[config.mk]
export PLATFORM = sky130hd
export DESIGN_NAME = matrix_frame_writer_flat
export DESIGN_NICKNAME = d
export VERILOG_FILES = /design/src/rtl/matrix_frame_writer_pkg.sv /design/src/rtl/matrix_frame_writer_if.sv /design/src/rtl/matrix_frame_writer_wb_single_write.sv /design/src/rtl/matrix_frame_writer.sv /design/src/flat_wrapper.sv
export SDC_FILE = /design/constraint.sdc
export NUM_CORES = 1
export LEC_CHECK = 0
export CAP_MARGIN = 40
export CORE_MARGIN = 10
export CORE_UTILIZATION = 58
export CTS_CLUSTER_SIZE = 20
export DETAILED_ROUTE_END_ITERATION = 8
export PLACE_DENSITY = 0.86
export SETUP_SLACK_MARGIN = 0.2
export SYNTH_ARGS = -nofsm -noshare
export SYNTH_HDL_FRONTEND = slang
export SYNTH_HIERARCHICAL = 1
export SYNTH_SLANG_ARGS = --single-unit
[constraint.sdc]
create_clock -name clk -period 7.3 [get_ports clk]
set_input_delay 1.095 -clock clk [delete_from_list [all_inputs] [get_ports clk]]
set_output_delay 1.095 -clock clk [all_outputs]
set_load 0.01 [all_outputs]
[src/rtl/matrix_frame_writer_pkg.sv]
// rtl/matrix_frame_writer_pkg.sv - shared constants, types and row packing for matrix_frame_writer
package matrix_pkg;
   localparam int MATRIX_ROWS = 8;
   localparam int MATRIX_COLS = 8;
   localparam int ROW_W       = 3;
   localparam int WB_DW       = 32;
   localparam int WB_SELW     = 4;

   typedef logic [2:0] rgb_t;

   typedef enum logic [2:0] {COLLECT, WR_REQ, WR_WAIT, CLR_REQ, CLR_WAIT} fw_state_t;

   // Column c owns nibble c: byte lane c/2, low nibble for even c, high for odd; nibble bit 3 stays 0.
   function automatic logic [WB_DW-1:0] pack_pixel(input logic [WB_DW-1:0] row_word,
                                                  input logic [ROW_W-1:0] col,
                                                  input rgb_t             rgb);
      logic [WB_DW-1:0] w;
      w = row_word;
      w[{col, 2'b00} +: 4] = {1'b0, rgb};
      return w;
   endfunction
endpackage

[src/rtl/matrix_frame_writer_if.sv]
// rtl/matrix_frame_writer_if.sv - Wishbone master/slave bundle between frame writer and matrix slave
interface matrix_frame_writer_if;
   import matrix_pkg::*;

   logic               o_wb_cyc;
   logic               o_wb_stb;
   logic               o_wb_we;
   logic [ROW_W-1:0]   o_wb_addr;
   logic [WB_SELW-1:0] o_wb_sel;
   logic [WB_DW-1:0]   o_wb_wdata;
   logic               i_wb_ack;
   logic               i_wb_stall;
   logic [WB_DW-1:0]   i_wb_rdata;

   modport master (
      output o_wb_cyc, o_wb_stb, o_wb_we, o_wb_addr, o_wb_sel, o_wb_wdata,
      input  i_wb_ack, i_wb_stall, i_wb_rdata
   );

   modport slave (
      input  o_wb_cyc, o_wb_stb, o_wb_we, o_wb_addr, o_wb_sel, o_wb_wdata,
      output i_wb_ack, i_wb_stall, i_wb_rdata
   );
endinterface

[src/rtl/matrix_frame_writer_wb_single_write.sv]
// rtl/matrix_frame_writer_wb_single_write.sv - one-beat Wishbone write engine with stall/ack and ack timeout
module wb_single_write
   import matrix_pkg::*;
#(
   parameter int ACK_TIMEOUT = 255,
   parameter int TO_W        = 16
) (
   input  logic                 clk,
   input  logic                 reset_n,
   input  logic                 start_i,
   input  logic [ROW_W-1:0]     addr_i,
   input  logic [WB_DW-1:0]     data_i,
   output logic                 done_o,
   output logic                 timeout_o,
   matrix_frame_writer_if.master wb
);
   logic             cyc_q, cyc_d;
   logic             stb_q, stb_d;
   logic [ROW_W-1:0] addr_q, addr_d;
   logic [WB_DW-1:0] data_q, data_d;
   logic [TO_W-1:0]  cnt_q, cnt_d;

   // An ack counts once the request is taken, which includes the cycle stall drops.
   assign done_o    = cyc_q && wb.i_wb_ack && !(stb_q && wb.i_wb_stall);
   assign timeout_o = cyc_q && !done_o && (cnt_q == TO_W'(ACK_TIMEOUT - 1));

   always_comb begin
      cyc_d  = cyc_q;
      stb_d  = stb_q;
      addr_d = addr_q;
      data_d = data_q;
      cnt_d  = cnt_q;
      if (start_i) begin
         cyc_d  = 1'b1;
         stb_d  = 1'b1;
         addr_d = addr_i;
         data_d = data_i;
         cnt_d  = '0;
      end else if (done_o || timeout_o) begin
         cyc_d = 1'b0;
         stb_d = 1'b0;
      end else if (cyc_q) begin
         cnt_d = cnt_q + TO_W'(1);
         if (!wb.i_wb_stall) stb_d = 1'b0;
      end
   end

   always_ff @(posedge clk or negedge reset_n) begin
      if (!reset_n) begin
         cyc_q  <= 1'b0;
         stb_q  <= 1'b0;
         addr_q <= '0;
         data_q <= '0;
         cnt_q  <= '0;
      end else begin
         cyc_q  <= cyc_d;
         stb_q  <= stb_d;
         addr_q <= addr_d;
         data_q <= data_d;
         cnt_q  <= cnt_d;
      end
   end

   assign wb.o_wb_cyc   = cyc_q;
   assign wb.o_wb_stb   = stb_q;
   assign wb.o_wb_we    = cyc_q;
   assign wb.o_wb_sel   = {WB_SELW{cyc_q}};
   assign wb.o_wb_addr  = addr_q;
   assign wb.o_wb_wdata = data_q;
endmodule

[src/rtl/matrix_frame_writer.sv]
// rtl/matrix_frame_writer.sv - packs an RGB pixel stream into row words and writes them to the matrix slave
module matrix_frame_writer
   import matrix_pkg::*;
#(
   parameter int ACK_TIMEOUT = 255,
   parameter int TO_W        = 16
) (
   input  logic                 clk,
   input  logic                 reset_n,
   input  logic                 i_pix_valid,
   input  rgb_t                 i_pix_rgb,
   input  logic                 i_pix_sof,
   output logic                 o_pix_ready,
   input  logic                 i_clear,
   output logic                 o_frame_done,
   output logic                 o_err,
   output logic                 o_busy,
   matrix_frame_writer_if.master wb
);
   localparam logic [ROW_W-1:0] LAST_ROW = ROW_W'(MATRIX_ROWS - 1);
   localparam logic [ROW_W-1:0] LAST_COL = ROW_W'(MATRIX_COLS - 1);

   fw_state_t        state_q, state_d;
   logic [ROW_W-1:0] row_q, row_d, col_q, col_d;
   logic [WB_DW-1:0] buf_q, buf_d, wr_data;
   logic             pend_q, pend_d, err_q, err_d, fdone_q, fdone_d, live_q;
   logic             start, eng_done, eng_timeout, finish, accept, unused_rdata;

   assign unused_rdata = ^wb.i_wb_rdata;
   assign finish       = eng_done || eng_timeout;
   // live_q keeps ready low until the first clock after reset release.
   assign o_pix_ready  = live_q && (state_q == COLLECT) && !i_clear;
   assign accept       = o_pix_ready && i_pix_valid;
   assign o_busy       = wb.o_wb_cyc || (state_q != COLLECT);
   assign o_err        = err_q;
   assign o_frame_done = fdone_q;

   always_comb begin
      state_d = state_q;
      row_d   = row_q;
      col_d   = col_q;
      buf_d   = buf_q;
      pend_d  = pend_q;
      err_d   = err_q | eng_timeout;
      fdone_d = 1'b0;
      start   = 1'b0;
      wr_data = '0;
      unique case (state_q)
         COLLECT: begin
            if (i_clear) begin
               row_d   = '0;
               col_d   = '0;
               buf_d   = '0;
               start   = 1'b1;
               state_d = CLR_REQ;
            end else if (accept) begin
               if (i_pix_sof) begin
                  row_d = '0;
                  col_d = ROW_W'(1);
                  buf_d = pack_pixel('0, '0, i_pix_rgb);
               end else begin
                  buf_d = pack_pixel(buf_q, col_q, i_pix_rgb);
                  if (col_q == LAST_COL) begin
                     col_d   = '0;
                     start   = 1'b1;
                     wr_data = buf_d;
                     state_d = WR_REQ;
                  end else begin
                     col_d = col_q + ROW_W'(1);
                  end
               end
            end
         end
         WR_REQ, WR_WAIT: begin
            if (i_clear) pend_d = 1'b1;
            if (finish) begin
               fdone_d = eng_done && (row_q == LAST_ROW);
               if (pend_q || i_clear) begin
                  pend_d  = 1'b0;
                  row_d   = '0;
                  start   = 1'b1;
                  state_d = CLR_REQ;
               end else begin
                  row_d   = row_q + ROW_W'(1);
                  state_d = COLLECT;
               end
            end else if (state_q == WR_REQ && !wb.i_wb_stall) begin
               state_d = WR_WAIT;
            end
         end
         CLR_REQ, CLR_WAIT: begin
            if (finish) begin
               if (row_q == LAST_ROW) begin
                  row_d   = '0;
                  state_d = COLLECT;
               end else begin
                  row_d   = row_q + ROW_W'(1);
                  start   = 1'b1;
                  state_d = CLR_REQ;
               end
            end else if (state_q == CLR_REQ && !wb.i_wb_stall) begin
               state_d = CLR_WAIT;
            end
         end
         default: state_d = COLLECT;
      endcase
   end

   always_ff @(posedge clk or negedge reset_n) begin
      if (!reset_n) begin
         state_q <= COLLECT;
         row_q   <= '0;
         col_q   <= '0;
         buf_q   <= '0;
         pend_q  <= 1'b0;
         err_q   <= 1'b0;
         fdone_q <= 1'b0;
         live_q  <= 1'b0;
      end else begin
         state_q <= state_d;
         row_q   <= row_d;
         col_q   <= col_d;
         buf_q   <= buf_d;
         pend_q  <= pend_d;
         err_q   <= err_d;
         fdone_q <= fdone_d;
         live_q  <= 1'b1;
      end
   end

   wb_single_write #(.ACK_TIMEOUT(ACK_TIMEOUT), .TO_W(TO_W)) u_wr (
      .clk       (clk),
      .reset_n   (reset_n),
      .start_i   (start),
      .addr_i    (row_d),
      .data_i    (wr_data),
      .done_o    (eng_done),
      .timeout_o (eng_timeout),
      .wb        (wb)
   );
endmodule

[src/flat_wrapper.sv]
// flat-port wrapper written by rule: the top's interface ports become plain ports
module matrix_frame_writer_flat import matrix_pkg::*;
#(
   parameter int ACK_TIMEOUT = 255,
   parameter int TO_W        = 16
)
  (clk, reset_n, i_pix_valid, i_pix_rgb, i_pix_sof, o_pix_ready, i_clear, o_frame_done, o_err, o_busy, wb_o_wb_cyc, wb_o_wb_stb, wb_o_wb_we, wb_o_wb_addr, wb_o_wb_sel, wb_o_wb_wdata, wb_i_wb_ack, wb_i_wb_stall, wb_i_wb_rdata);
  matrix_frame_writer_if wb_i ();
  input  logic clk;
  input  logic reset_n;
  input  logic i_pix_valid;
  input  rgb_t i_pix_rgb;
  input  logic i_pix_sof;
  output logic o_pix_ready;
  input  logic i_clear;
  output logic o_frame_done;
  output logic o_err;
  output logic o_busy;
  output wire logic [$bits(wb_i.o_wb_cyc)-1:0] wb_o_wb_cyc;
  output wire logic [$bits(wb_i.o_wb_stb)-1:0] wb_o_wb_stb;
  output wire logic [$bits(wb_i.o_wb_we)-1:0] wb_o_wb_we;
  output wire logic [$bits(wb_i.o_wb_addr)-1:0] wb_o_wb_addr;
  output wire logic [$bits(wb_i.o_wb_sel)-1:0] wb_o_wb_sel;
  output wire logic [$bits(wb_i.o_wb_wdata)-1:0] wb_o_wb_wdata;
  input wire logic [$bits(wb_i.i_wb_ack)-1:0] wb_i_wb_ack;
  input wire logic [$bits(wb_i.i_wb_stall)-1:0] wb_i_wb_stall;
  input wire logic [$bits(wb_i.i_wb_rdata)-1:0] wb_i_wb_rdata;
  assign wb_o_wb_cyc = wb_i.o_wb_cyc;
  assign wb_o_wb_stb = wb_i.o_wb_stb;
  assign wb_o_wb_we = wb_i.o_wb_we;
  assign wb_o_wb_addr = wb_i.o_wb_addr;
  assign wb_o_wb_sel = wb_i.o_wb_sel;
  assign wb_o_wb_wdata = wb_i.o_wb_wdata;
  assign wb_i.i_wb_ack = wb_i_wb_ack;
  assign wb_i.i_wb_stall = wb_i_wb_stall;
  assign wb_i.i_wb_rdata = wb_i_wb_rdata;
  matrix_frame_writer #(.ACK_TIMEOUT(ACK_TIMEOUT), .TO_W(TO_W)) u_core (.clk(clk), .reset_n(reset_n), .i_pix_valid(i_pix_valid), .i_pix_rgb(i_pix_rgb), .i_pix_sof(i_pix_sof), .o_pix_ready(o_pix_ready), .i_clear(i_clear), .o_frame_done(o_frame_done), .o_err(o_err), .o_busy(o_busy), .wb(wb_i));
endmodule
==> impl_metrics.json, run 1 <==
{
  "core_mm2": 0.008763,
  "synth.distinct_cells": 67,
  "antennaDiodeCount": 0,
  "syn_avg_cell_area_um2": 10.66,
  "cts.path.max_buffers": 2,
  "cts_made_buffers": 9,
  "syn_to_final_growth_pct": 14.06,
  "ys.flop_type": "dfrtp_1",
  "cts.sinks": 98,
  "nets": 579,
  "track_usage_pct": 17.91,
  "initial_utilization_pct": 59.61,
  "async_flop_share_pct": 100.0,
  "max_slew_margin_pct": 52.71,
  "start_kind": "input pin",
  "crit_chain": "clkdlybuf4s50_1, nor4_2, and2_1, clkdlybuf4s50_1",
  "setup_tns_ns": 0,
  "final_antenna_net_count": 0,
  "end_kind": "output port",
  "fill_cells": 662,
  "hp-class": "flip-flop to flip-flop",
  "die_area_mm2": 0.01320,
  "cp_common_cell": "clkdlybuf4s50_1",
  "die_x_um": 114.9,
  "drc_errors": 0,
  "crit_type": "input pin to output port",
  "drt_pass1_iterations": 5,
  "via_count": 3920,
  "synth_top_area_share_pct": 46.95,
  "path_max_fanout": 12,
  "cts_tree": "built",
  "worstMarginPinSlew_ns": 0.6995,
  "grt_antenna_before_repair": 0,
  "vdd.ir_drop.worst_mv": 0.1988,
  "syn-num-nets": 544,
  "viasPerCell": 6.144,
  "ys_ff_latch": 98,
  "path_clk_slew_ns": 0.09,
  "clockRootBuffer": "clkbuf_8",
  "synth-edff-count": 0,
  "yosysSeqAreaShare_pct": 46.95,
  "rsz0062_at_grt": "no",
  "avgRoutedWirePerCell_um": 17.83,
  "fp-row-count": 34,
  "layoutNonFillerInstCount": 638,
  "yosys_warnings": 6,
  "dp_hpwl_um": 7880,
  "grt_pass1_wl_um": 19570,
  "slew_violations": 0,
  "yosys-top-cells-area": "dfrtp_1 (47%), mux2_2 (7.8%), mux2i_1 (4.8%)",
  "p_leak_nw": 2.571,
  "skew_ns": 0.01058,
  "htreeDepth": 3,
  "netlist_instances": 490,
  "cts_hold_buf": 0,
  "post-cts-setup-buffers": 0,
  "fmax_ghz": 0.2523,
  "critPathMaxStageDelay_ns": 0.65,
  "gp_congestion": 0.9077,
  "layout_common_cells": "dfrtp_1 (98), clkdlybuf4s50_1 (54), nor2_1 (39)",
  "post_cts_resized": 0,
  "max-cap-violations": 0,
  "wirelength_um": 11370,
  "powerDensity_mw_per_mm2": 278.8,
  "final_common_cell": "dfrtp_1",
  "yosysTopAreaCell": "dfrtp_1",
  "ios": 88,
  "die_h_um": 114.9,
  "slowest_stage": "clkdlybuf4s50_1",
  "multi_input_comb_area_mm2": 0.002556,
  "clk_latency_ns": 0.37,
  "synth_area_mm2": 0.005224,
  "grt_pass1_vias": 3940,
  "setup_violations": 0,
  "run_status": "finished, final reports clean",
  "drive_above_1_share_pct": 15.66,
  "port_buffers": 55,
  "overflow": 0,
  "fin_crit_sh_pct": 54.29,
  "arrival_ns": 2.87,
  "dp.cells": 622,
  "initialDrtViolationCount": 243,
  "grt_max_degree": 58,
  "hold_violations": 0,
  "final.min_clock_period_ns": 3.963,
  "seqCellArea_mm2": 0.002452,
  "required_ns": 6.20
}
==> cell usage after synthesis, drive strengths merged, types with 2 or more instances <==
cell type / n
mux2i: 25
nand3b: 2
or3: 6
inv: 11
o21ai: 30
o21bai: 2
nor2: 39
clkbuf: 16
and3b: 4
o31ai: 10
a21o: 5
mux2: 39
nor3: 6
nor2b: 8
a21oi: 21
nor4b: 5
nor3b: 6
dfrtp: 98
nand4b: 2
or4: 10
o311a: 2
o2bb2ai: 3
or2: 5
nor4: 3
and4: 3
and3: 9
o21a: 3
a22o: 8
a32o: 3
and2: 10
nand2: 26
ha: 12
nand3: 14
nand4: 3
or3b: 2
buf: 18
a31oi: 2
o211ai: 3
==> metrics by stage <==
| step | hold WS, ns | power, W | utilization, % | cell area (µm²) | worst slack (ns) |
|---|---|---|---|---|---|
| global route | 0.5051 | 0.001775 | 67.99 | 5958 | 3.227 |
| global placement | 0.4548 | 0.001281 | 65.68 | 5756 | 3.226 |
| floorplan | 0.4444 | 0.001154 | - | 5224 | 3.855 |
| finish | 0.4756 | 0.001661 | 67.99 | 5958 | 3.337 |
| CTS | 0.4809 | 0.001669 | 67.99 | 5958 | 3.341 |
| detailed placement | 0.4562 | 0.001307 | 65.68 | 5756 | 3.155 |
==> per-layer routing <==
| layer | routed length, µm | up-vias | share of wire (%) | GRT usage [%] |
|---|---|---|---|---|
| met5 | 0 | - | 0 | 0 |
| met1 | 4584 | 1939 | 40 | 21.62 |
| li1 | - | 1843 | - | - |
| met4 | 170 | 0 | 1.5 | 4.868 |
| met3 | 747 | 17 | 6.6 | 5.104 |
| met2 | 5871 | 121 | 52 | 30.59 |
==> layout make-up <==
type / count / share of cell area, %
clock buffer: 10 / 2.142
clock inverter: 6 / 1.260
inverter: 11 / 0.6930
multi-input combinational: 347 / 42.90
sequential: 98 / 41.16
tap: 108 / 2.268
timing repair buffer: 58 / 9.576
==> worst max-delay path: cells and delay by family <==
family	cells	cell delay (ns)
buf+inv	2	1.20
simple gates	2	0.56
==> where the power goes <==
| group | switching, W | internal (W) |
|---|---|---|
| Combinational | 0.000362 | 0.000274 |
| Clock | 0.000195 | 0.000163 |
| Sequential | 0.0000820 | 0.000584 |
| Total | 0.000639 | 0.00102 |
==> state kept, by name, summed over array words and instances (netlist names) <==
register and flops:
u_core/row_q 3, u_core/col_q 3, u_core/pend_q 1, u_core/u_wr/wb.o_wb_stb 1, u_core/live_q 1, u_core/buf_q 32, u_core/state_q 3, u_core/u_wr/wb.o_wb_wdata 32
u_core/u_wr/wb.o_wb_cyc 1, u_core/o_err 1, u_core/o_frame_done 1, u_core/u_wr/cnt_q 16, u_core/u_wr/wb.o_wb_addr 3
==> worst paths after layout <==
path	from	depth (start not counted)	slack [ns]	endpoint
max in group asynchronous	reset_n	2	5.50	u_core/buf_q[12]$_DFFE_PN0P_
worst min register to register	u_core/o_err$_DFF_PN0_	1	0.48	u_core/o_err$_DFF_PN0_
min in group asynchronous	reset_n	1	0.71	u_core/u_wr/wb.o_wb_wdata[1]$_DFFE_PN0P_
worst max register to register	u_core/u_wr/cnt_q[0]$_DFFE_PN0P_	10	4.01	u_core/u_wr/wb.o_wb_wdata[0]$_DFFE_PN0P_
worst min-delay path	u_core/o_err$_DFF_PN0_	1	0.48	u_core/o_err$_DFF_PN0_
worst max-delay path	i_clear	4	3.34	o_pix_ready
==> cells by family after synthesis <==
family,Yosys count,synth area share [%]
multiplexers,64,13.41
AND/OR/NAND/NOR,167,19.07
buffers and inverters,45,4.120
XOR/XNOR,2,0.3354
adder cells (fa/ha/maj),12,2.874
other,1,0.07179
flip-flops,98,46.95
AO/OA/AOI/OAI,101,13.17
Note: power is estimated with default switching activity, not from simulation.
==> inputs of run 2 (changes only) <==
--- a/config.mk
+++ b/config.mk
@@ -7,10 +7,10 @@
 export LEC_CHECK = 0
 export CAP_MARGIN = 40
 export CORE_MARGIN = 10
-export CORE_UTILIZATION = 58
+export CORE_UTILIZATION = 54
 export CTS_CLUSTER_SIZE = 20
 export DETAILED_ROUTE_END_ITERATION = 8
-export PLACE_DENSITY = 0.86
+export PLACE_DENSITY = 0.81
 export SETUP_SLACK_MARGIN = 0.2
 export SYNTH_ARGS = -nofsm -noshare
 export SYNTH_HDL_FRONTEND = slang
==> constraint.sdc (replaced) <==
create_clock -name clk -period 4 [get_ports clk]
set_input_delay 0.6 -clock clk [delete_from_list [all_inputs] [get_ports clk]]
set_output_delay 0.6 -clock clk [all_outputs]
set_load 0.01 [all_outputs]
==> run 2 against run 1 <==
Sequential share of layout area is 0.28 points lower; worst hold slack worse by 0.36 ns; wire length is 0.38% lower; global-route usage is 1.7 points lower; worst setup slack worse by 2.5 ns; cell count is 3.8% higher; core utilization is 3.7 points lower; total power is 80% higher; via count is 1.5% higher; clock skew hardly changed; critical endpoint is now u_core/u_wr/wb.o_wb_wdata[19]$_DFFE_PN0P_; largest cell class unchanged.
==> impl_metrics.json, run 2 (synthesis results as in run 1) <==
{
  "p_leak_nw": 2.582,
  "crit_cells": 10,
  "initial_utilization_pct": 56.00,
  "critPathMaxStageDelay_ns": 0.49,
  "final_common_cell": "dfrtp_1",
  "overflow": 0,
  "r2r-end": "u_core/u_wr/wb.o_wb_wdata[19]$_DFFE_PN0P_",
  "crit_buf_inv": 2,
  "die_area_mm2": 0.01401,
  "clockRootBuffer": "clkbuf_8",
  "core_mm2": 0.009328,
  "start_kind": "flip-flop",
  "rsz0062_at_grt": "no",
  "grt_antenna_before_repair": 0,
  "setup_tns_ns": 0,
  "wirelength_um": 11330,
  "skew_ns": 0.01023,
  "cts.sinks": 98,
  "crit_chain": "inv_1, ha_1, or3b_2, nor4_4, nor2b_1, nor2_1, a211oi_1, o211a_2, buf_4, mux2_2",
  "setup_violations": 0,
  "drive_above_1_share_pct": 15.57,
  "cp_top_family": "simple AND/OR/NAND/NOR gates",
  "layout_common_cells": "dfrtp_1 (98), clkdlybuf4s50_1 (54), nor2_1 (39)",
  "drc_errors": 0,
  "ios": 88,
  "initialDrtViolationCount": 339,
  "post-cts-setup-buffers": 0,
  "drt_pass1_iterations": 5,
  "ff2ff_setup_slack_ns": 0.87,
  "run_status": "finished, final reports clean",
  "clk_latency_ns": 0.37,
  "cts_made_buffers": 9,
  "ff2ff_path_depth": 10,
  "fin_crit_sh_pct": 78.17,
  "port_buffers": 55,
  "hp-class": "input pin to asynchronous set/reset pin",
  "vdd.ir_drop.worst_mv": 0.3443,
  "path_clk_slew_ns": 0.09,
  "viasPerCell": 6.012,
  "path_max_fanout": 34,
  "post_cts_resized": 0,
  "powerDensity_mw_per_mm2": 497.4,
  "end_kind": "flip-flop",
  "antennaDiodeCount": 0,
  "avgRoutedWirePerCell_um": 17.12,
  "fmax_ghz": 0.3198,
  "syn_to_final_growth_pct": 14.85,
  "r2r_start": "u_core/u_wr/cnt_q[0]$_DFFE_PN0P_",
  "slowest_stage": "or3b_2",
  "worstSetupEndpoint": "u_core/u_wr/wb.o_wb_wdata[19]$_DFFE_PN0P_",
  "slew_violations": 0,
  "grt_pass1_wl_um": 19310,
  "max_slew_margin_pct": 47.46,
  "htreeDepth": 3,
  "cts_tree": "built",
  "required_ns": 4.26,
  "die_h_um": 118.4,
  "dp_hpwl_um": 8073,
  "final_antenna_net_count": 0,
  "fp-row-count": 35,
  "cts_hold_buf": 0,
  "gp_congestion": 0.9173,
  "via_count": 3980,
  "worstMarginPinSlew_ns": 0.7772,
  "total_power_w": 0.002984,
  "nets": 582,
  "track_usage_pct": 16.16,
  "max-cap-violations": 0,
  "grt_pass1_vias": 3896,
  "arrival_ns": 3.38,
  "crit_type": "flip-flop to flip-flop",
  "cts.path.max_buffers": 2,
  "die_x_um": 118.4,
  "final.min_clock_period_ns": 3.127,
  "grt_max_degree": 60,
  "cp-startpoint": "u_core/u_wr/cnt_q[0]$_DFFE_PN0P_",
  "hold_violations": 0
}
run 2: worst min path at each step:
stage,end,slack (ns),cells past startpoint
final,u_core/row_q[2]$_DFF_PN0_,0.12,1
after global routing,u_core/row_q[2]$_DFF_PN0_,0.12,1
after CTS,u_core/row_q[2]$_DFF_PN0_,0.12,1
after detailed placement,u_core/o_err$_DFF_PN0_,0.45,1
after global placement,u_core/o_err$_DFF_PN0_,0.45,1
after floorplan,u_core/buf_q[0]$_DFFE_PN0P_,0.30,0
run 2: final cells by class:
class                           instances  area, µm²
Clock buffer                           15      166.4
Clock inverter                          1      8.758
Fill cell                             749       3328
Inverter                               11      41.29
Multi-Input combinational cell        347       2556
Sequential cell                        98       2452
Tap cell                              129      161.4
Timing Repair Buffer                   61      613.1
run 2: per-stage QoR:
| step | util [%] | cells | hold slack (ns) | setup WS (ns) | area (µm²) |
|---|---|---|---|---|---|
| finish | 64.32 | 662 | 0.1177 | 0.8732 | 6000 |
| global route | 64.32 | 662 | 0.1241 | 0.6803 | 6000 |
| floorplan | - | 490 | 0.3044 | 0.5711 | 5224 |
| global placement | 62.15 | 645 | 0.4528 | 0.8851 | 5797 |
| CTS | 64.32 | 662 | 0.1212 | 0.8751 | 6000 |
| detailed placement | 62.44 | 646 | 0.4512 | 0.8646 | 5824 |
run 2: metal layers:
layer	vias up	track usage [%]	wire length, µm
met4	0	6.878	273
met5	-	0	0
li1	1857	-	-
met1	1974	19.81	4824
met2	125	26.36	5621
met3	24	4.188	611
run 2: power breakdown:
part	internal (W)	switching [W]	total, W
clock	0.000263	0.000328	0.000592
combinational	0.000516	0.000659	0.00118
sequential	0.00107	0.000151	0.00122
